===== src/rtl/uart_pkg.sv =====
`timescale 1ns/1ps
// Shared UART definitions: TX state encoding, data-length codes and the
// oversample default used by both the TX core and the RX front-end.
package uart_pkg;

  localparam int OVERSAMPLE_DEF = 16;

  typedef enum logic [2:0] {
    IDLE   = 3'd0,
    START  = 3'd1,
    DATA   = 3'd2,
    PARITY = 3'd3,
    STOP   = 3'd4
  } tx_state_t;

  localparam logic [1:0] DBITS_5 = 2'b00;
  localparam logic [1:0] DBITS_6 = 2'b01;
  localparam logic [1:0] DBITS_7 = 2'b10;
  localparam logic [1:0] DBITS_8 = 2'b11;

  function automatic logic [3:0] data_bits_len(input logic [1:0] code);
    return 4'd5 + {2'b00, code};
  endfunction

  // Parity over the valid low-order data bits only; odd parity inverts the XOR.
  function automatic logic parity_calc(input logic [7:0] data,
                                       input logic [1:0] code,
                                       input logic       odd);
    logic [7:0] mask;
    mask = 8'hFF >> (2'd3 - code);
    return (^(data & mask)) ^ odd;
  endfunction

endpackage


===== src/rtl/uart_tx_bit_timer.sv =====
`timescale 1ns/1ps
// Bit-period timer: counts baud ticks and flags the last tick of each bit.
// Held at zero while cleared so the first bit of a frame gets a full period.
module uart_tx_bit_timer
  import uart_pkg::*;
#(
  parameter int OVERSAMPLE = OVERSAMPLE_DEF,
  parameter int CNT_W      = $clog2(OVERSAMPLE)
) (
  input  logic i_clk,
  input  logic i_rst_n,
  input  logic i_clear,
  input  logic i_baud_tick,
  output logic o_bit_end
);

  localparam logic [CNT_W-1:0] TC = CNT_W'(OVERSAMPLE - 1);

  logic [CNT_W-1:0] tick_cnt;

  always_ff @(posedge i_clk or negedge i_rst_n) begin
    if (!i_rst_n) begin
      tick_cnt <= '0;
    end else if (i_clear) begin
      tick_cnt <= '0;
    end else if (i_baud_tick) begin
      tick_cnt <= (tick_cnt == TC) ? '0 : tick_cnt + 1'b1;
    end
  end

  assign o_bit_end = i_baud_tick & ~i_clear & (tick_cnt == TC);

endmodule


===== src/rtl/uart_tx_core.sv =====
`timescale 1ns/1ps
// UART transmit engine: byte handshake in, LSB-first serial frame out,
// paced by the shared oversample baud tick.
module uart_tx_core
  import uart_pkg::*;
#(
  parameter int OVERSAMPLE = OVERSAMPLE_DEF,
  parameter int CNT_W      = $clog2(OVERSAMPLE)
) (
  input  logic       i_clk,
  input  logic       i_rst_n,
  input  logic       i_tx_en,
  input  logic       i_baud_tick,
  input  logic [1:0] i_data_bits,
  input  logic       i_parity_en,
  input  logic       i_parity_odd,
  input  logic       i_stop2,
  input  logic [7:0] i_tx_data,
  input  logic       i_tx_valid,
  output logic       o_tx_ready,
  output logic       o_tx_serial,
  output logic       o_tx_busy,
  output logic       o_tx_done
);

  tx_state_t  state;
  logic [7:0] shift_q;
  logic [2:0] bit_cnt;
  logic [2:0] last_bit_q;
  logic       par_en_q;
  logic       par_bit_q;
  logic       stop2_q;
  logic       stop_cnt;
  logic       run_q;
  logic       bit_end;
  logic       accept;
  logic       timer_clear;

  // run_q keeps ready low while reset is held without using reset as data.
  assign o_tx_ready  = run_q & i_tx_en & (state == IDLE) & ~o_tx_done;
  assign accept      = i_tx_valid & o_tx_ready;
  assign timer_clear = (state == IDLE) | ~i_tx_en;

  uart_tx_bit_timer #(
    .OVERSAMPLE (OVERSAMPLE),
    .CNT_W      (CNT_W)
  ) u_bit_timer (
    .i_clk       (i_clk),
    .i_rst_n     (i_rst_n),
    .i_clear     (timer_clear),
    .i_baud_tick (i_baud_tick),
    .o_bit_end   (bit_end)
  );

  always_ff @(posedge i_clk or negedge i_rst_n) begin
    if (!i_rst_n) begin
      state       <= IDLE;
      shift_q     <= '0;
      bit_cnt     <= '0;
      last_bit_q  <= '0;
      par_en_q    <= 1'b0;
      par_bit_q   <= 1'b0;
      stop2_q     <= 1'b0;
      stop_cnt    <= 1'b0;
      run_q       <= 1'b0;
      o_tx_serial <= 1'b1;
      o_tx_busy   <= 1'b0;
      o_tx_done   <= 1'b0;
    end else begin
      run_q     <= 1'b1;
      o_tx_done <= 1'b0;
      if (!i_tx_en) begin
        state       <= IDLE;
        shift_q     <= '0;
        bit_cnt     <= '0;
        stop_cnt    <= 1'b0;
        o_tx_serial <= 1'b1;
        o_tx_busy   <= 1'b0;
      end else begin
        case (state)
          IDLE: begin
            if (accept) begin
              shift_q     <= i_tx_data;
              last_bit_q  <= 3'(data_bits_len(i_data_bits) - 4'd1);
              par_en_q    <= i_parity_en;
              par_bit_q   <= parity_calc(i_tx_data, i_data_bits, i_parity_odd);
              stop2_q     <= i_stop2;
              bit_cnt     <= '0;
              stop_cnt    <= 1'b0;
              state       <= START;
              o_tx_serial <= 1'b0;
              o_tx_busy   <= 1'b1;
            end
          end
          START: begin
            if (bit_end) begin
              o_tx_serial <= shift_q[0];
              shift_q     <= {1'b0, shift_q[7:1]};
              bit_cnt     <= '0;
              state       <= DATA;
            end
          end
          DATA: begin
            if (bit_end) begin
              if (bit_cnt == last_bit_q) begin
                if (par_en_q) begin
                  o_tx_serial <= par_bit_q;
                  state       <= PARITY;
                end else begin
                  o_tx_serial <= 1'b1;
                  stop_cnt    <= 1'b0;
                  state       <= STOP;
                end
              end else begin
                bit_cnt     <= bit_cnt + 3'd1;
                o_tx_serial <= shift_q[0];
                shift_q     <= {1'b0, shift_q[7:1]};
              end
            end
          end
          PARITY: begin
            if (bit_end) begin
              o_tx_serial <= 1'b1;
              stop_cnt    <= 1'b0;
              state       <= STOP;
            end
          end
          STOP: begin
            if (bit_end) begin
              if (stop2_q && !stop_cnt) begin
                stop_cnt <= 1'b1;
              end else begin
                stop_cnt    <= 1'b0;
                state       <= IDLE;
                o_tx_serial <= 1'b1;
                o_tx_busy   <= 1'b0;
                o_tx_done   <= 1'b1;
              end
            end
          end
          default: begin
            state       <= IDLE;
            o_tx_serial <= 1'b1;
            o_tx_busy   <= 1'b0;
          end
        endcase
      end
    end
  end

endmodule

===== config.mk =====
export PLATFORM = sky130hd
export DESIGN_NAME = uart_tx_core
export DESIGN_NICKNAME = d
export VERILOG_FILES = /design/src/rtl/uart_pkg.sv /design/src/rtl/uart_tx_bit_timer.sv /design/src/rtl/uart_tx_core.sv
export SDC_FILE = /design/constraint.sdc
export NUM_CORES = 1
export LEC_CHECK = 0
export CORE_AREA = 2 2 72 74
export CTS_CLUSTER_SIZE = 40
export DETAILED_ROUTE_END_ITERATION = 10
export DIE_AREA = 0 0 74 76
export SLEW_MARGIN = 5
export SYNTH_ARGS = -nofsm -noshare
export SYNTH_HDL_FRONTEND = slang
export SYNTH_SLANG_ARGS = --single-unit

===== constraint.sdc =====
create_clock -name i_clk -period 5.5 [get_ports i_clk]
set_clock_uncertainty 0.2 [all_clocks]
set_input_delay 1.1 -clock i_clk [delete_from_list [all_inputs] [get_ports i_clk]]
set_output_delay 1.1 -clock i_clk [all_outputs]
set_load 0.05 [all_outputs]

==> results.rst <==
.. list-table::
   :header-rows: 1

   * - Metric
     - Value
   * - Total number of yosys warnings
     - 0
   * - Net count reported at finish
     - 230
   * - Fin worst setup slack
     - 1.227 ns
   * - Total I/O pin count
     - 22
   * - Average via count per standard cell
     - 5.206
   * - Hold buffers post-CTS
     - 0
   * - First-pass iteration count of the detailed router
     - 4
   * - Buffer levels on the longest clock path
     - 2
   * - Top post-synthesis cells by area
     - sky130_fd_sc_hd__dfrtp_1 (37%), sky130_fd_sc_hd__mux2i_1 (5.8%), sky130_fd_sc_hd__xnor2_1 (4.2%)
   * - Worst ir drop on vdd
     - 0.0001056 V
   * - Most frequent cell after synthesis
     - sky130_fd_sc_hd__dfrtp_1
   * - Fmax achieved
     - 234.0 MHz
   * - DR DRC count
     - 0
   * - FF+latch area
     - 726.9 um2
   * - Reported max-cap violation count
     - 0
   * - Post-Route WL
     - 3834 um
   * - Vias in the first global route
     - 1,409
   * - Number of setup violations in the final report
     - 0
   * - Layout Area Growth over Synthesis
     - 18.96%
   * - GP Congestion
     - 0.7772
   * - Post-CTS Setup Bufs
     - 0
   * - Clock Root Buffer
     - sky130_fd_sc_hd__clkbuf_8
   * - Clock slew at reported path FFs
     - approximately 0.060 ns
   * - Category of the worst setup path capture point
     - primary output
   * - Wire length of the first global-routing pass
     - 6548 um
   * - Detail Route Antenna Nets
     - 0
   * - Total count of hold-check failures in the final report
     - 0
   * - Overall via count from detail_route
     - between 1,000 and 1,500
   * - Number of core rows
     - 26
   * - Area of placed instances
     - 2137 um2
   * - Worst hold path class
     - flop to flop
   * - Number of flip-flops and latches in the synthesized netlist
     - 29
   * - CTS tree
     - yes
   * - Initial core utilization
     - 0.3856
   * - Placed Cells incl. Taps
     - 273
   * - Post-synthesis async set-or-reset flop share
     - 1.000
   * - Detailed placement HPWL
     - 2623 um
   * - Total power divided by cell area
     - approximately 260 nW/um2
   * - DIE WIDTH
     - 74 um
   * - Critical path class
     - input pin to primary output
   * - Area share of the largest cell type after synthesis
     - 0.3699
   * - CTS Sinks
     - 29
   * - Leakage power
     - 0.0009826 uW
   * - CP Launch Type
     - input pin
   * - Die Y-Extent
     - 76 um
   * - Number of library cell types mapped by synthesis
     - 53
   * - Final critical-path share of the clock period
     - 0.7770
   * - Slew Limit Headroom
     - 0.2078
   * - Number of standard cells in the layout, taps in and fillers out
     - 281
   * - Required time worst endpoint
     - around 4.2 ns
   * - TritonCTS Buffers
     - 5
   * - Die ar.
     - 5624 um2
   * - Initial DRC Count
     - ~110
   * - Biggest fanout along the worst timing path
     - 2
   * - Min cycle time layout
     - 4.273 ns
   * - Number of levels in the clock H-tree
     - 2
   * - Syn_area_per_cell
     - roughly 10 um2
   * - Post-placement worst setup slack
     - 1.237 ns
   * - Avg WL per Cell
     - 13.64 um
   * - Proportion of synthesized chip area in sequential cells
     - 0.3838
   * - Final Cell Area
     - 2253 um2
   * - GRT Total Usage
     - 0.1471
   * - Clock insertion delay at the later pin of the skew report
     - 0.28 ns
   * - Total gr overflow
     - 0
   * - Transition at the pin with the smallest max-transition slack
     - 1.180 ns
   * - Hold slack final
     - 0.2888 ns
   * - Antenna violations before repair
     - 0
   * - Largest net degree at the start of global routing
     - 30
   * - Endpoint arrival time on the critical path
     - 2.97 ns
   * - Prevailing post-synth register cell
     - sky130_fd_sc_hd__dfrtp_1
   * - Top cells by count, synth
     - sky130_fd_sc_hd__dfrtp_1 (28), sky130_fd_sc_hd__nand2_1 (16), sky130_fd_sc_hd__o21ai_0 (13)
   * - Number of fill cells
     - 490
   * - Number of synthesized flops with an enable pin
     - 0
   * - Dominant cell type by area after synthesis
     - sky130_fd_sc_hd__dfrtp_1
   * - Total count of max-transition violations in the final report
     - 0
   * - Core footprint
     - 4912 um2
   * - TNS Setup
     - 0 ns
   * - Status
     - finished clean
   * - Setup repair after global routing missed its margin
     - false
   * - Share of final-layout standard cells stronger than drive strength 1
     - 0.09479
   * - Number of instances resized during post-cts repair
     - 0
   * - Post-synth net total
     - 211
   * - Port-buffer cells
     - 21
   * - Antenna fix cells
     - 0
   * - Mapped Area
     - around 1900 um2
   * - Synthesized instance count
     - roughly 190
   * - Area of the multi-input gates
     - 1075 um2
layout make-up:
| type | count | area share |
|---|---|---|
| clock inverters | 1 | 0.01333 |
| clock buffers | 7 | 0.03831 |
| inverters | 4 | 0.006663 |
| repair buffers | 24 | 0.1033 |
| flip-flops and latches | 29 | 0.3226 |
| well taps | 70 | 0.03887 |
| multi-input cells | 146 | 0.4770 |
registers in the layout, indices dropped and copies added (netlist names):
| name | count |
|---|---|
| bit_cnt | 3 |
| last_bit_q | 3 |
| o_tx_busy | 1 |
| o_tx_done | 1 |
| o_tx_serial | 1 |
| par_bit_q | 1 |
| par_en_q | 1 |
| run_q | 1 |
| shift_q | 8 |
| state | 3 |
| stop2_q | 1 |
| stop_cnt | 1 |
| u_bit_timer.tick_cnt | 4 |
layout by cell type (no fill, tap or decap), types with 4 or more instances in the layout:
cell type                         synthesis  routed
sky130_fd_sc_hd__dfrtp_1                 28      28
sky130_fd_sc_hd__clkdlybuf4s50_1          0      21
sky130_fd_sc_hd__nand2_1                 16      16
sky130_fd_sc_hd__o21ai_0                 13      13
sky130_fd_sc_hd__mux2i_1                 11      11
sky130_fd_sc_hd__xnor2_1                  9       9
sky130_fd_sc_hd__nor3b_1                  9       9
sky130_fd_sc_hd__nor2_1                   7       7
sky130_fd_sc_hd__o21a_1                   7       7
sky130_fd_sc_hd__nor3_1                   6       6
sky130_fd_sc_hd__clkbuf_8                 0       6
sky130_fd_sc_hd__xor2_1                   5       5
sky130_fd_sc_hd__nand2b_1                 4       4
sky130_fd_sc_hd__inv_1                    4       4
sky130_fd_sc_hd__a21oi_1                  4       4
sky130_fd_sc_hd__nand3_1                  4       4
sky130_fd_sc_hd__mux2_4                   4       4
final timing paths:
| check | cells after the start | slack [ns] | end | start |
|---|---|---|---|---|
| worst max-delay path | 4 | 1.23 | o_tx_ready | i_tx_en |
| worst min-delay path | 2 | 0.29 | par_bit_q | par_bit_q |
| worst max register to register | 3 | 3.20 | par_en_q | state[2] |
| worst min register to register | 2 | 0.29 | par_bit_q | par_bit_q |
| max in group asynchronous | 2 | 3.78 | o_tx_serial | i_rst_n |
| min in group asynchronous | 2 | 1.00 | o_tx_done | i_rst_n |
metrics by stage:
stage / power, uW / utilization
4_1_cts: 583.4 / 0.4587
5_1_grt: 604.4 / 0.4587
3_3_place_gp: 353.6 / 0.4350
6_report: 576.9 / 0.4587
2_1_floorplan: 318.6 / -
3_5_place_dp: 354.5 / 0.4350
worst max-delay path: stages:
cell and delay (ns):
sky130_fd_sc_hd__clkdlybuf4s50_1 0.48, sky130_fd_sc_hd__nor4b_1 0.38, sky130_fd_sc_hd__and3b_1 0.22, sky130_fd_sc_hd__clkdlybuf4s50_1 0.79
power by group:
group          internal, uW  switching [uW]
logic                  55.4            51.5
registers               229            13.7
clock network           147            79.5
total                   432             145
metal layers:
metal / GRT usage / wire length (um) / vias to the layer above
met2: 0.2205 / 1726 / 26
met3: 0.03968 / 142 / 6
met1: 0.2091 / 1927 / 702
li1: - / - / 729
met5: 0 / 0 / -
met4: 0.03818 / 37 / 0
kinds of logic after synthesis:
group / count (synthesis) / share of synthesized area
AND/OR/NAND/NOR: 66 / 0.2067
AO/OA/AOI/OAI: 45 / 0.1671
flip-flops: 29 / 0.3838
multiplexers: 17 / 0.1017
buffers and inverters: 16 / 0.04887
XOR/XNOR: 15 / 0.07662
adder cells (fa/ha/maj): 2 / 0.01321
other: 1 / 0.001980
Power figures use the tool's default switching activity.
